===== src/rtl/nn_bram_pkg.sv =====
// nn_bram_pkg: constants and FSM encoding shared by the BRAM row loader and row fetcher
package nn_bram_pkg;
    localparam int ROW_LEN     = 28;
    localparam int BRAM_AW     = 11;
    localparam int BRAM_DW     = 8;
    localparam int BRAM_RD_LAT = 1;

    typedef enum logic [1:0] {
        IDLE  = 2'd0,
        ISSUE = 2'd1,
        DRAIN = 2'd2
    } fetch_state_e;
endpackage


===== src/rtl/rd_tag_pipe.sv =====
// rd_tag_pipe: DEPTH-stage shift of {valid, index} that tags each BRAM read until its data returns
module rd_tag_pipe #(
    parameter int DEPTH = 1,
    parameter int IW    = 5
) (
    input  logic          clk,
    input  logic          rst,
    input  logic          valid_i,
    input  logic [IW-1:0] idx_i,
    output logic          valid_o,
    output logic [IW-1:0] idx_o
);
    logic [DEPTH-1:0] valid_q;
    logic [IW-1:0]    idx_q [DEPTH];

    // shift tags one stage per cycle; reset drops every read still in flight
    always_ff @(posedge clk) begin
        if (rst) begin
            valid_q <= '0;
            for (int i = 0; i < DEPTH; i++) idx_q[i] <= '0;
        end else begin
            for (int i = DEPTH - 1; i > 0; i--) begin
                valid_q[i] <= valid_q[i-1];
                idx_q[i]   <= idx_q[i-1];
            end
            valid_q[0] <= valid_i;
            idx_q[0]   <= idx_i;
        end
    end

    assign valid_o = valid_q[DEPTH-1];
    assign idx_o   = idx_q[DEPTH-1];
endmodule


===== src/rtl/bram_row_fetch.sv =====
// bram_row_fetch: reads an N-byte row from BRAM and presents it as a double-buffered parallel bus
module bram_row_fetch
    import nn_bram_pkg::*;
#(
    parameter int N      = ROW_LEN,
    parameter int AW     = BRAM_AW,
    parameter int DW     = BRAM_DW,
    parameter int RD_LAT = BRAM_RD_LAT
) (
    input  logic            clk,
    input  logic            rst,
    input  logic            start,
    input  logic [AW-1:0]   ADDR_BASE,
    output logic            BRAM_EN,
    output logic [AW-1:0]   BRAM_ADDR,
    input  logic [DW-1:0]   BRAM_DO,
    output logic            busy,
    output logic            done,
    output logic            row_valid,
    output logic [N*DW-1:0] ROW_OUT
);
    localparam int IW = $clog2(N);
    localparam logic [IW-1:0] LAST_IDX   = IW'(N - 1);
    localparam logic [IW-1:0] LAST_DRAIN = IW'(RD_LAT - 1);

    fetch_state_e    state_q, state_d;
    logic [IW-1:0]   cnt_q, cnt_d;
    logic [AW-1:0]   base_q, base_d;
    logic [N*DW-1:0] shadow_q, row_q;
    logic            done_q, valid_q;
    logic            tag_valid;
    logic [IW-1:0]   tag_idx;
    logic            commit;

    // state, counter and latched base address
    always_ff @(posedge clk) begin
        if (rst) begin
            state_q <= IDLE;
            cnt_q   <= '0;
            base_q  <= '0;
        end else begin
            state_q <= state_d;
            cnt_q   <= cnt_d;
            base_q  <= base_d;
        end
    end

    // cnt is the byte index in ISSUE and the drain cycle count in DRAIN
    always_comb begin
        state_d = state_q;
        cnt_d   = cnt_q;
        base_d  = base_q;
        case (state_q)
            IDLE: if (start) begin
                state_d = ISSUE;
                cnt_d   = '0;
                base_d  = ADDR_BASE;
            end
            ISSUE: begin
                state_d = (cnt_q == LAST_IDX) ? DRAIN : ISSUE;
                cnt_d   = (cnt_q == LAST_IDX) ? '0 : cnt_q + 1'b1;
            end
            DRAIN: begin
                state_d = (cnt_q == LAST_DRAIN) ? IDLE : DRAIN;
                cnt_d   = (cnt_q == LAST_DRAIN) ? '0 : cnt_q + 1'b1;
            end
            default: state_d = IDLE;
        endcase
    end

    // BRAM port and busy come straight from state; address wraps modulo 2^AW
    always_comb begin
        BRAM_EN   = (state_q == ISSUE);
        BRAM_ADDR = BRAM_EN ? base_q + AW'(cnt_q) : '0;
        busy      = (state_q != IDLE);
    end

    rd_tag_pipe #(
        .DEPTH(RD_LAT),
        .IW   (IW)
    ) u_tag_pipe (
        .clk    (clk),
        .rst    (rst),
        .valid_i(BRAM_EN),
        .idx_i  (cnt_q),
        .valid_o(tag_valid),
        .idx_o  (tag_idx)
    );

    assign commit = tag_valid && (tag_idx == LAST_IDX);

    // fill the shadow buffer; on the last byte copy it (with that byte) to the output row at once
    always_ff @(posedge clk) begin
        if (rst) begin
            shadow_q <= '0;
            row_q    <= '0;
            done_q   <= 1'b0;
            valid_q  <= 1'b0;
        end else begin
            if (tag_valid) shadow_q[tag_idx*DW +: DW] <= BRAM_DO;
            if (commit) row_q <= {BRAM_DO, shadow_q[(N-1)*DW-1:0]};
            done_q  <= commit;
            valid_q <= valid_q | commit;
        end
    end

    assign done      = done_q;
    assign row_valid = valid_q;
    assign ROW_OUT   = row_q;
endmodule

===== config.mk =====
export PLATFORM = sky130hd
export DESIGN_NAME = bram_row_fetch
export DESIGN_NICKNAME = d
export VERILOG_FILES = /design/src/rtl/nn_bram_pkg.sv /design/src/rtl/rd_tag_pipe.sv /design/src/rtl/bram_row_fetch.sv
export SDC_FILE = /design/constraint.sdc
export NUM_CORES = 1
export LEC_CHECK = 0
export BUFFER_PORTS_ARGS = -buffer_cell sky130_fd_sc_hd__buf_2
export CAP_MARGIN = 20
export CORE_ASPECT_RATIO = 1.4
export CORE_MARGIN = 2
export CORE_UTILIZATION = 57
export CTS_CLUSTER_SIZE = 14
export DETAILED_ROUTE_END_ITERATION = 10
export GPL_TIMING_DRIVEN = 0
export HOLD_SLACK_MARGIN = 0.02
export PLACE_DENSITY = 0.79
export SETUP_SLACK_MARGIN = 0.3
export SLEW_MARGIN = 15
export SYNTH_ARGS = -nofsm -noshare
export SYNTH_HDL_FRONTEND = slang
export SYNTH_SLANG_ARGS = --single-unit

===== constraint.sdc =====
create_clock -name clk -period 4.1 [get_ports clk]
set_input_delay 0.82 -clock clk [delete_from_list [all_inputs] [get_ports clk]]
set_output_delay 0.82 -clock clk [all_outputs]
set_load 0.01 [all_outputs]

==> out/qor.csv <==
stage,metric,value,unit
place,dp_cells,2738,
hold_path,hold_class,reg -> reg,
final_layout,layout_commonest_cell,nand2_1,
final_layout,drive_gt1_frac,0.162,
hold_path,hp-start,shadow_q[26]$_SDFFE_PP0P_,
drt,post_drt_wl_per_cell,18.9,um
grt,track_usage,0.305,
grt,antenna_found_initial,1,
floorplanning,die_y,217,um
setup_path,r2r-end,shadow_q[202]$_SDFFE_PP0P_,
clocking,clock_latency,560,ps
sta,hold_viol_final,0,
yosys,syn-cell-area,18500,um2
final_layout,final_cell_mix,"555 x nand2_1, 466 x dfxtp_1, 262 x buf_2, 251 x a21oi_1, 197 x nand2b_1",
drt,totalWireLength,53100,um
yosys,yosys.area.top_type,dfxtp_1,
clocking,clk_pin_slew,60,ps
sta,fmax,273,MHz
place,dp_hpwl,38300,um
place,place_congestion,0.933,
floorplanning,core_area,32200,um2
sta,period_share,0.893,
power_and_ir_drop,powerDensity,400,nW/um2
yosys,synth_area_leaders,"dfxtp_1 50%, nand2_1 11%, mux2i_1 10%",
sta,rsz0062_at_grt,true,
yosys,netlist_instances,2086,
setup_path,path_max_fanout,10,
sta,clock_skew,12.3,ps
sta,tns,0,ps
setup_path,r2r_cells,12,
sta,max_slew.worst_pin.slew,989,ps
floorplanning,io_pins,261,
hold_path,worstHoldEndpoint,ROW_OUT[26]$_SDFFE_PP0P_,
sta,slew_headroom,0.335,
grt,grt_pass1_vias,15600,
setup_path,path_class,reg -> reg,
yosys,synthFlopType,dfxtp_1,
floorplanning,die_w,156,um
setup_path,r2r_slack,440,ps
floorplanning,die_area,34000,um2
setup_path,worst_setup_path_end_kind,register,
drt,ant_nets,0,
sta,drv_slew,0,
sta,setup_viol,0,
yosys,syn-num-nets,2123,
clocking,numClockSinks,466,
grt,overflow,0,
grt,grt_pass1_wl,81500,um
yosys,netlist.area_leader.share,0.503,
job,cap_violations,0,
clocking,hold_buffers,0,
place,io_buffers,251,
final_layout,instances_no_fill,2814,
drt,drt-initial-drc-count,1253,
yosys,netlist-cell-type-count,75,
power_and_ir_drop,power_leakage,8.98,nW
clocking,numCtsBuffers,43,
clocking,cts-root-buf,clkbuf_16,
grt,grt_start_max_net_pins,15,
yosys,synth_edf_count,0,
power_and_ir_drop,peakVddDrop,334,uV
hold_path,hold_depth,2,
yosys,synthArstFlopShare,0,
setup_path,cp-start-kind,register,
yosys,synth-seq-area-share,0.503,
floorplanning,rows,78,
setup_path,crit_required,4540,ps
sta,fin_ws,438,ps
clocking,h-tree-depth,2,
clocking,cts.path.max_buffers,3,
drt,via_per_inst,5.63,
setup_path,r2r-start,u_tag_pipe.idx_q[0][0]$_SDFF_PP0_,
drt,first_pass_iters,7,
power_and_ir_drop,finalPower,8.69,mW
final_layout,diodes,0,
run_status,outcome,"finished, final reports clean",
floorplanning,start_util,0.575,
yosys,postSynthAreaPerCell,8.88,um2
drt,route.vias.total,15900,
yosys,ys_ff_latch,466,
final_layout,area_growth,17.4,%
place,pre_cts_ws,342,ps
clocking,cts_tree,done,
drt,drc_errors,0,
setup_path,arrival,4100,ps
yosys,yosysWarnings,0,
sta,fin_crit,3660,ps
final_layout,finalNetCount,2428,
where the power goes:
group | total [mW] | switching [mW] | internal [mW] | leakage, nW
registers | 4.55 | 0.0124 | 4.54 | 3.75
clock network | 3.86 | 1.66 | 2.20 | 0.654
logic | 0.280 | 0.194 | 0.0858 | 4.57
total | 8.69 | 1.86 | 6.83 | 8.98
metal layers:
layer | GRT usage | up-vias | wire, um
li1 | - | 7558 | -
met1 | 0.351 | 7541 | 20500
met2 | 0.540 | 592 | 26600
met3 | 0.0490 | 159 | 3180
met4 | 0.165 | 2 | 2850
met5 | 0 | - | 13
cell usage after synthesis (7+ instances only):
cell      number
o21ai_0       20
mux2i_1      186
nand2_1      556
nor2_1        19
a32o_1        16
nor2b_1        7
nand3_1       58
nand2b_1     197
ha_1          14
buf_1         10
buf_4          7
dfxtp_1      466
a21oi_1      251
o21ai_1        9
nor3_1         9
nor3b_2        8
o211ai_1      11
clkbuf_1     114
buf_2         11
inv_1          9
critical path: stages, from the launching register on:
cell,delay [ps]
dfxtp_1,390
buf_4,200
buf_4,220
inv_1,80
ha_1,320
nand2b_1,260
nor2_1,80
ha_1,220
nand2b_1,150
clkbuf_1,230
nor4_2,900
nor2_2,230
a32o_1,280
logic make-up (layout without fill, tap and decap cells):
| group | after synthesis | in the layout | synth area share |
|---|---|---|---|
| mux | 186 | 186 | 0.100 |
| xor+xnor | 7 | 7 | 0.00371 |
| compound gates | 338 | 338 | 0.107 |
| buf+inv | 154 | 482 | 0.0338 |
| flops | 466 | 466 | 0.503 |
| simple gates | 920 | 920 | 0.241 |
| fa+ha+maj | 15 | 15 | 0.0105 |
final cells by class:
class,instances,area [um2]
buffer,143,586
clock buffer,63,1270
clock inverter,5,53.8
fill,2650,10500
inverter,11,41.3
multi-input combinational,1466,8630
sequential,466,9330
tap,400,500
timing repair buffer,260,1330
state kept, by name, indices dropped and copies added (netlist names), 2 cells and up:
name and cells:
ROW_OUT 224, base_q 11, cnt_q 5, shadow_q 216, state_q 2, u_tag_pipe.idx_q 5
worst max-delay path by stage:
stage                                                  from                    endpoint  slack [ps]  cells past startpoint
after detailed placement  u_tag_pipe.idx_q[0][0]$_SDFF_PP0_  shadow_q[106]$_SDFFE_PP0P_         340                     12
after CTS                 u_tag_pipe.idx_q[0][0]$_SDFF_PP0_  shadow_q[106]$_SDFFE_PP0P_         340                     12
after floorplan           u_tag_pipe.idx_q[0][0]$_SDFF_PP0_   shadow_q[72]$_SDFFE_PP0P_        1050                     12
final                     u_tag_pipe.idx_q[0][0]$_SDFF_PP0_  shadow_q[202]$_SDFFE_PP0P_         440                     12
after global placement    u_tag_pipe.idx_q[0][0]$_SDFF_PP0_  shadow_q[104]$_SDFFE_PP0P_         380                     12
after global routing      u_tag_pipe.idx_q[0][0]$_SDFF_PP0_  shadow_q[106]$_SDFFE_PP0P_         220                     12
stage by stage:
step                area, um2  utilization  hold slack, ps
finish                  21700        0.675             443
global route            21700        0.675             466
floorplan               18500            -             430
global placement        20300        0.630             439
detailed placement      20300        0.631             444
CTS                     21600        0.672             446
repair_timing:
item | 4_1_cts | 5_1_grt
gates resized for setup | 0 | 7
buffers inserted | 0 | 4
setup endpoints to repair | 0 | 122
(Power assumes the default switching activity.)
